## src/rtl/tl_inflight_tracker_pkg.sv

```systemverilog
// rtl/tl_inflight_tracker_pkg.sv - shared constants and beat-count helper for the TileLink in-flight tracker
//
// Package tl_trk_pkg:
//   - A/D opcode constants
//   - bit positions inside the err flag vector
//   - beat_count(): number of bus beats a message occupies
package tl_trk_pkg;

    // A channel opcodes
    localparam logic [2:0] OP_PUT_FULL_DATA    = 3'd0;
    localparam logic [2:0] OP_PUT_PARTIAL_DATA = 3'd1;
    localparam logic [2:0] OP_GET              = 3'd4;

    // D channel opcodes
    localparam logic [2:0] OP_ACCESS_ACK       = 3'd0;
    localparam logic [2:0] OP_ACCESS_ACK_DATA  = 3'd1;

    // err vector bit positions
    localparam int ERR_DUP_SOURCE     = 0;
    localparam int ERR_UNKNOWN_SOURCE = 1;
    localparam int ERR_UNALIGNED      = 2;
    localparam int ERR_TIMEOUT        = 3;

    // Messages without a data payload always occupy one beat; data messages
    // occupy one beat per BEAT_BYTES of transfer, with a minimum of one.
    function automatic logic [15:0] beat_count(input logic [3:0] size,
                                               input logic [3:0] log2_beat_bytes,
                                               input logic       has_data);
        if (!has_data || (size <= log2_beat_bytes))
            return 16'd1;
        return 16'd1 << (size - log2_beat_bytes);
    endfunction

endpackage

```

## src/rtl/tl_inflight_tracker_if.sv

```systemverilog
// rtl/tl_inflight_tracker_if.sv - TileLink A/D channel signals observed by the in-flight tracker
//
// Parameters: SOURCE_BITS (a_source/d_source width), ADDR_BITS (a_address width)
// Modports:
//   master - drives every channel signal (the agent producing traffic)
//   slave  - observes every channel signal (the tracker, which never drives the bus)
interface tl_inflight_tracker_if #(
    parameter int SOURCE_BITS = 7,
    parameter int ADDR_BITS   = 25
);
    logic                   a_valid;
    logic                   a_ready;
    logic [2:0]             a_opcode;
    logic [3:0]             a_size;
    logic [SOURCE_BITS-1:0] a_source;
    logic [ADDR_BITS-1:0]   a_address;

    logic                   d_valid;
    logic                   d_ready;
    logic [2:0]             d_opcode;
    logic [3:0]             d_size;
    logic [SOURCE_BITS-1:0] d_source;

    modport master (
        output a_valid, a_ready, a_opcode, a_size, a_source, a_address,
        output d_valid, d_ready, d_opcode, d_size, d_source
    );

    modport slave (
        input a_valid, a_ready, a_opcode, a_size, a_source, a_address,
        input d_valid, d_ready, d_opcode, d_size, d_source
    );
endinterface

```

## src/rtl/tl_inflight_tracker_beat_counter.sv

```systemverilog
// rtl/tl_inflight_tracker_beat_counter.sv - per-channel beat counter flagging first and last beats of a message
//
// Module tl_beat_counter
// Parameters:
//   LOG2_BEAT_BYTES - log2 of data bus width in bytes
//   IS_D_CHANNEL    - 1: D opcode decode (AccessAckData carries data), 0: A decode (Put* carry data)
// Ports:
//   clock, reset_n  - clock, asynchronous active-low reset
//   fire            - handshake completed this cycle
//   opcode, size    - current beat's opcode and log2 transfer size
//   first, last     - current beat is the first / last of its message
module tl_beat_counter
    import tl_trk_pkg::*;
#(
    parameter int LOG2_BEAT_BYTES = 2,
    parameter bit IS_D_CHANNEL    = 1'b0
) (
    input  logic       clock,
    input  logic       reset_n,
    input  logic       fire,
    input  logic [2:0] opcode,
    input  logic [3:0] size,
    output logic       first,
    output logic       last
);

    logic [15:0] beat_idx;
    logic [15:0] beats;
    logic        has_data;

    always_comb begin
        if (IS_D_CHANNEL)
            has_data = (opcode == OP_ACCESS_ACK_DATA);
        else
            has_data = (opcode == OP_PUT_FULL_DATA) || (opcode == OP_PUT_PARTIAL_DATA);
    end

    assign beats = beat_count(size, 4'(LOG2_BEAT_BYTES), has_data);
    assign first = (beat_idx == 16'd0);
    assign last  = (beat_idx == (beats - 16'd1));

    always_ff @(posedge clock or negedge reset_n) begin
        if (!reset_n)
            beat_idx <= 16'd0;
        else if (fire)
            beat_idx <= last ? 16'd0 : beat_idx + 16'd1;
    end

endmodule

```

## src/rtl/tl_inflight_tracker.sv

```systemverilog
// rtl/tl_inflight_tracker.sv - tracks outstanding TileLink source IDs and flags protocol errors
//
// Optional feature macro: TL_INFLIGHT_TIMEOUT_EN (enables the no-response watchdog driving err[3])
// Parameters: SOURCE_BITS, ADDR_BITS, BEAT_BYTES, TIMEOUT_CYCLES
// Ports:
//   clock, reset_n  - clock, asynchronous active-low reset
//   bus             - observed A/D channel signals (slave modport)
//   err_clear       - synchronous clear of the sticky err flags
//   inflight_count  - number of source IDs currently outstanding
//   err             - sticky flags: [0] duplicate A source, [1] D for unknown source,
//                     [2] A address unaligned to a_size, [3] response timeout
module tl_inflight_tracker
    import tl_trk_pkg::*;
#(
    parameter int SOURCE_BITS    = 7,
    parameter int ADDR_BITS      = 25,
    parameter int BEAT_BYTES     = 4,
    parameter int TIMEOUT_CYCLES = 4096
) (
    input  logic                    clock,
    input  logic                    reset_n,
    tl_inflight_tracker_if.slave    bus,
    input  logic                    err_clear,
    output logic [SOURCE_BITS:0]    inflight_count,
    output logic [3:0]              err
);

    localparam int NUM_IDS         = 1 << SOURCE_BITS;
    localparam int LOG2_BEAT_BYTES = $clog2(BEAT_BYTES);

    logic               a_fire;
    logic               d_fire;
    logic               a_first;
    logic               a_last;
    logic               d_first;
    logic               d_last;
    logic               a_first_fire;
    logic               d_last_fire;
    logic               d_known;
    logic               d_clear_ok;
    logic               same_id_clear;
    logic               count_inc;
    logic               count_dec;
    logic [ADDR_BITS-1:0] align_mask;
    logic [3:0]         err_set;
    logic [NUM_IDS-1:0] pending;

    assign a_fire = bus.a_valid & bus.a_ready;
    assign d_fire = bus.d_valid & bus.d_ready;

    tl_beat_counter #(
        .LOG2_BEAT_BYTES (LOG2_BEAT_BYTES),
        .IS_D_CHANNEL    (1'b0)
    ) u_a_beats (
        .clock   (clock),
        .reset_n (reset_n),
        .fire    (a_fire),
        .opcode  (bus.a_opcode),
        .size    (bus.a_size),
        .first   (a_first),
        .last    (a_last)
    );

    tl_beat_counter #(
        .LOG2_BEAT_BYTES (LOG2_BEAT_BYTES),
        .IS_D_CHANNEL    (1'b1)
    ) u_d_beats (
        .clock   (clock),
        .reset_n (reset_n),
        .fire    (d_fire),
        .opcode  (bus.d_opcode),
        .size    (bus.d_size),
        .first   (d_first),
        .last    (d_last)
    );

    assign a_first_fire = a_fire & a_first;
    assign d_last_fire  = d_fire & d_last;

    // D is always judged against the bitmap as it stood at the start of the cycle.
    assign d_known       = pending[bus.d_source];
    assign d_clear_ok    = d_last_fire & d_known;
    assign same_id_clear = d_clear_ok & (bus.d_source == bus.a_source);

    // A count increment happens whenever the A first beat leaves its bit set where it
    // was clear, or re-sets a bit that D is clearing in the same cycle.
    assign count_inc = a_first_fire & (~pending[bus.a_source] | same_id_clear);
    assign count_dec = d_clear_ok;

    // Low a_size bits of the address must be zero; sizes beyond the address width
    // simply check the whole address.
    assign align_mask = ~({ADDR_BITS{1'b1}} << bus.a_size);

`ifdef TL_INFLIGHT_TIMEOUT_EN
    localparam int WD_BITS = $clog2(TIMEOUT_CYCLES + 1);

    logic [WD_BITS-1:0] watchdog;
    logic               timeout_hit;

    assign timeout_hit = (watchdog == WD_BITS'(TIMEOUT_CYCLES));

    always_ff @(posedge clock or negedge reset_n) begin
        if (!reset_n)
            watchdog <= '0;
        else if (d_fire || (inflight_count == '0))
            watchdog <= '0;
        else if (!timeout_hit)
            watchdog <= watchdog + WD_BITS'(1);
    end
`else
    logic timeout_hit;

    assign timeout_hit = 1'b0;
`endif

    always_comb begin
        err_set                     = 4'b0000;
        err_set[ERR_DUP_SOURCE]     = a_first_fire & pending[bus.a_source] & ~same_id_clear;
        err_set[ERR_UNKNOWN_SOURCE] = d_last_fire & ~d_known;
        err_set[ERR_UNALIGNED]      = a_first_fire & ((bus.a_address & align_mask) != '0);
        err_set[ERR_TIMEOUT]        = timeout_hit;
    end

    // Clear precedes set so an A first beat re-marks an ID that D retires in the same cycle.
    always_ff @(posedge clock or negedge reset_n) begin
        if (!reset_n) begin
            pending <= '0;
        end else begin
            if (d_clear_ok)
                pending[bus.d_source] <= 1'b0;
            if (a_first_fire)
                pending[bus.a_source] <= 1'b1;
        end
    end

    // Tracks popcount(pending) incrementally; it cannot exceed NUM_IDS because each
    // increment corresponds to a bit that becomes (or stays, net of a clear) set.
    always_ff @(posedge clock or negedge reset_n) begin
        if (!reset_n)
            inflight_count <= '0;
        else
            inflight_count <= inflight_count
                            + (SOURCE_BITS+1)'(count_inc)
                            - (SOURCE_BITS+1)'(count_dec);
    end

    // A new error in the clearing cycle survives the clear.
    always_ff @(posedge clock or negedge reset_n) begin
        if (!reset_n)
            err <= 4'b0000;
        else if (err_clear)
            err <= err_set;
        else
            err <= err | err_set;
    end

endmodule

```

## src/flat_wrapper.sv

```systemverilog
// flat-port wrapper written by rule: the top's interface ports become plain ports
module tl_inflight_tracker_flat import tl_trk_pkg::*;
#(
    parameter int SOURCE_BITS    = 7,
    parameter int ADDR_BITS      = 25,
    parameter int BEAT_BYTES     = 4,
    parameter int TIMEOUT_CYCLES = 4096
)
  (clock, reset_n, err_clear, inflight_count, err, bus_a_valid, bus_a_ready, bus_a_opcode, bus_a_size, bus_a_source, bus_a_address, bus_d_valid, bus_d_ready, bus_d_opcode, bus_d_size, bus_d_source);
  tl_inflight_tracker_if #(.SOURCE_BITS(SOURCE_BITS), .ADDR_BITS(ADDR_BITS)) bus_i ();
  input  logic clock;
  input  logic reset_n;
  input  logic err_clear;
  output logic [SOURCE_BITS:0] inflight_count;
  output logic [3:0] err;
  input wire logic [$bits(bus_i.a_valid)-1:0] bus_a_valid;
  input wire logic [$bits(bus_i.a_ready)-1:0] bus_a_ready;
  input wire logic [$bits(bus_i.a_opcode)-1:0] bus_a_opcode;
  input wire logic [$bits(bus_i.a_size)-1:0] bus_a_size;
  input wire logic [$bits(bus_i.a_source)-1:0] bus_a_source;
  input wire logic [$bits(bus_i.a_address)-1:0] bus_a_address;
  input wire logic [$bits(bus_i.d_valid)-1:0] bus_d_valid;
  input wire logic [$bits(bus_i.d_ready)-1:0] bus_d_ready;
  input wire logic [$bits(bus_i.d_opcode)-1:0] bus_d_opcode;
  input wire logic [$bits(bus_i.d_size)-1:0] bus_d_size;
  input wire logic [$bits(bus_i.d_source)-1:0] bus_d_source;
  assign bus_i.a_valid = bus_a_valid;
  assign bus_i.a_ready = bus_a_ready;
  assign bus_i.a_opcode = bus_a_opcode;
  assign bus_i.a_size = bus_a_size;
  assign bus_i.a_source = bus_a_source;
  assign bus_i.a_address = bus_a_address;
  assign bus_i.d_valid = bus_d_valid;
  assign bus_i.d_ready = bus_d_ready;
  assign bus_i.d_opcode = bus_d_opcode;
  assign bus_i.d_size = bus_d_size;
  assign bus_i.d_source = bus_d_source;
  tl_inflight_tracker #(.SOURCE_BITS(SOURCE_BITS), .ADDR_BITS(ADDR_BITS), .BEAT_BYTES(BEAT_BYTES), .TIMEOUT_CYCLES(TIMEOUT_CYCLES)) u_core (.clock(clock), .reset_n(reset_n), .bus(bus_i), .err_clear(err_clear), .inflight_count(inflight_count), .err(err));
endmodule
```

## config.mk

```make
export PLATFORM = sky130hd
export DESIGN_NAME = tl_inflight_tracker_flat
export DESIGN_NICKNAME = d
export VERILOG_FILES = /design/src/rtl/tl_inflight_tracker_pkg.sv /design/src/rtl/tl_inflight_tracker_if.sv /design/src/rtl/tl_inflight_tracker_beat_counter.sv /design/src/rtl/tl_inflight_tracker.sv /design/src/flat_wrapper.sv
export SDC_FILE = /design/constraint.sdc
export NUM_CORES = 1
export LEC_CHECK = 0
export BUFFER_PORTS_ARGS = -buffer_cell sky130_fd_sc_hd__buf_2
export CORE_MARGIN = 2
export CORE_UTILIZATION = 35
export CTS_CLUSTER_DIAMETER = 30
export DETAILED_ROUTE_END_ITERATION = 8
export SKIP_CTS_REPAIR_TIMING = 1
export SLEW_MARGIN = 20
export SYNTH_ARGS = -nofsm -noshare
export SYNTH_HDL_FRONTEND = slang
export SYNTH_SLANG_ARGS = --single-unit
export TNS_END_PERCENT = 50
```

## constraint.sdc

```tcl
create_clock -name clock -period 7.3 [get_ports clock]
set_input_delay 1.095 -clock clock [delete_from_list [all_inputs] [get_ports clock]]
set_output_delay 1.095 -clock clock [all_outputs]
set_load 0.005 [all_outputs]
```

==> reports/results.tsv <==
metric	value	unit
io_buffers	59	
synthArstFlopShare	100	%
grt_overflow_total	0	
slew_headroom	28.8	%
syn_avg_cell_area	9.55	um2
final_common_cell	dfrtp_1	
fillCellCount	3464	
dpl_cell_area	0.0129	mm2
max_stage_delay	0.60	ns
hp-class	flip-flop to flip-flop	
grt_max_degree	100	
yosysSeqAreaShare	35.0	%
drv_slew	0	
seq_area	0.00428	mm2
yosys_warnings	0	
cp_slowest_cell	or4_4	
synth.distinct_cells	92	
syn_to_final_growth	10.5	%
vias	11000	
wire_per_inst	22.8	um
path_class	input port to flip-flop	
clock_latency	0.45	ns
drv_cap	0	
stdcell_area	0.0135	mm2
netlist_instances	1281	
synth-seq-cells	171	
power_per_cell_area	192	mW/mm2
clk_pin_slew	0.06	ns
start_util	35.5	%
critPathRequiredTime	7.62	ns
power_frac_seq	40.9	%
postRouteAntennaNets	0	
ir_worst_vdd	171	uV
grt_pass1_vias	10500	
grt_pass1_wl	62600	um
antenna_found_initial	0	
fin_tns_setup	0	ns
die-width	191	um
swShare	30.3	%
multi_input_area	0.00742	mm2
pwr-share-clk	37.2	%
antenna_cells	0	
fin_nets	1373	
p_int	1.81	mW
period_share	84.3	%
synth_nets	1360	
cts_root_buf	clkbuf_16	
cts_buffer_depth	2	
drcViolationCount	0	
period_needed	6.16	ns
finalWirelength	40200	um
synthesis.area	0.0122	mm2
via_per_inst	6.25	
die-area	0.0364	mm2
ios	72	
place.gp.congestion	0.952	
status	complete, no violations	
cp.arrival	6.48	ns
path_max_fanout	11	
htreeDepth	4	
power_frac_comb	21.9	%
first_iter_violations	1186	
end_kind	flip-flop	
first_pass_iters	5	
hpwl	26700	um
core-area	0.0345	mm2
hold_viol	0	
die_h	191	um
cts_buffers	17	
path_cells	buf_2 > inv_1 > ha_1 > xnor2_2 > a311oi_4 > ha_1 > a21boi_0 > o31ai_1 > a22oi_1 > a311oi_1 > o41a_1 > or4_4 > or4_4 > a21oi_1 > ha_1 > inv_1 > fa_1 > inv_1 > a21o_1 > a21oi_1 > o21bai_1 > a21oi_1 > xnor2_1	
worst_clock_skew	0.0152	ns
p_switching	0.787	mW
placementRows	68	
cts_tree	done	
worst_slew_pin_slew	1.06	ns
rsz0062_at_grt	false	
max_freq	162	MHz
crit_path_start_kind	input port	
final_cell_mix	171 x dfrtp_1, 134 x a21o_1, 132 x a22o_1	
reg2reg_slack	2.96	ns
synth_edf_count	0	
track_usage	22.3	%
setup_violations	0	
p_leak	5.09	nW
cts.sinks	171	
layout-drive-gt1-share	15.0	%
synth_ff_type	dfrtp_1	
-- per-stage QoR --
stage	util (%)	hold WS, ns	instances	worst slack (ns)	power [mW]
3_5_place_dp	37.5	0.473	1730	0.724	1.64
5_1_grt	39.2	0.524	1760	0.739	2.71
3_3_place_gp	37.5	0.470	1730	0.800	1.63
2_1_floorplan	-	0.479	1281	1.23	1.47
4_1_cts	39.2	0.486	1760	1.15	2.60
6_report	39.2	0.479	1760	1.14	2.59
-- critical path: cells and delay by family --
kind | cells | cell delay [ns]
AOI/OAI and AO/OA | 11 | 2.02
adders and majority gates | 4 | 1.45
and+or+nand+nor | 2 | 1.14
buffers and inverters | 4 | 0.41
xor gates and xnor gates | 2 | 0.37
-- power groups by stage --
stage | logic, mW | registers [mW] | clock network, mW
after global routing | 0.628 | 1.07 | 1.01
after floorplan | 0.412 | 1.06 | 0
after detailed placement | 0.561 | 1.08 | 0
after global placement | 0.548 | 1.08 | 0
final | 0.569 | 1.06 | 0.964
after CTS | 0.567 | 1.06 | 0.976
-- final timing paths --
| path | from | endpoint | cells past startpoint |
|---|---|---|---|
| max reg2reg | u_core.pending[70] | u_core.inflight_count[6] | 17 |
| min | u_core.err[2] | u_core.err[2] | 1 |
| min in group asynchronous | reset_n | u_core.pending[69] | 1 |
| max in group asynchronous | reset_n | u_core.pending[36] | 2 |
| min reg2reg | u_core.err[2] | u_core.err[2] | 1 |
| max | bus_d_size[1] | u_core.inflight_count[6] | 23 |
-- cell type report --
type / instances / area share, %
Clock buffer: 18 / 3.17
Sequential cell: 171 / 31.7
Multi-Input combinational cell: 978 / 54.9
Tap cell: 455 / 4.21
Inverter: 43 / 1.19
Timing Repair Buffer: 83 / 3.56
Clock inverter: 12 / 1.29
-- flip-flops by register name, indices dropped and copies added (netlist names) --
signal / flops
u_core.u_d_beats.beat_idx: 16
u_core.inflight_count: 8
u_core.u_a_beats.beat_idx: 16
u_core.pending: 128
u_core.err: 3
-- layer usage --
metal,wire (um),vias to the layer above,global-route usage [%]
li1,-,4951,-
met1,17300,5476,30.2
met2,18100,453,34.5
met3,2910,122,3.56
met4,1850,0,10.9
met5,0,-,0
-- Yosys cell counts (all sizes together) (7+ instances only) --
master	n	area share, %
o21ai	31	1.3
xnor2	36	2.6
xor2	23	1.7
o22ai	18	0.92
nand4	15	0.77
nor4	12	0.67
a22oi	12	0.74
and3	11	0.56
dfrtp	171	35
a311oi	7	0.64
o211ai	8	0.49
nor3	32	1.3
inv	42	1.3
mux4	15	2.8
a21oi	31	1.3
a21o	134	8.2
a221oi	15	1.1
buf	35	1.6
nor2b	21	1.1
clkbuf	54	1.7
nand2	71	2.2
nand2b	9	0.46
mux2i	27	2.2
ha	18	1.8
and2	13	0.67
nor2	83	2.5
or3	10	0.51
nand3	23	0.94
a211oi	15	0.96
a22o	132	9.5
o221ai	13	0.93
mux2	32	2.9
-- cells by family (layout without fill, tap and decap cells) --
kind of cell	count (synthesis)	count (layout)	share of synthesized area, %
compound gates	485	485	30.8
simple gates	338	338	15.1
flops	171	171	35.0
buf+inv	132	156	4.61
mux	74	74	7.92
xor+xnor	59	59	4.35
fa+ha+maj	21	21	2.17
other cells	1	1	0.0307
Power figures use the tool's default switching activity.
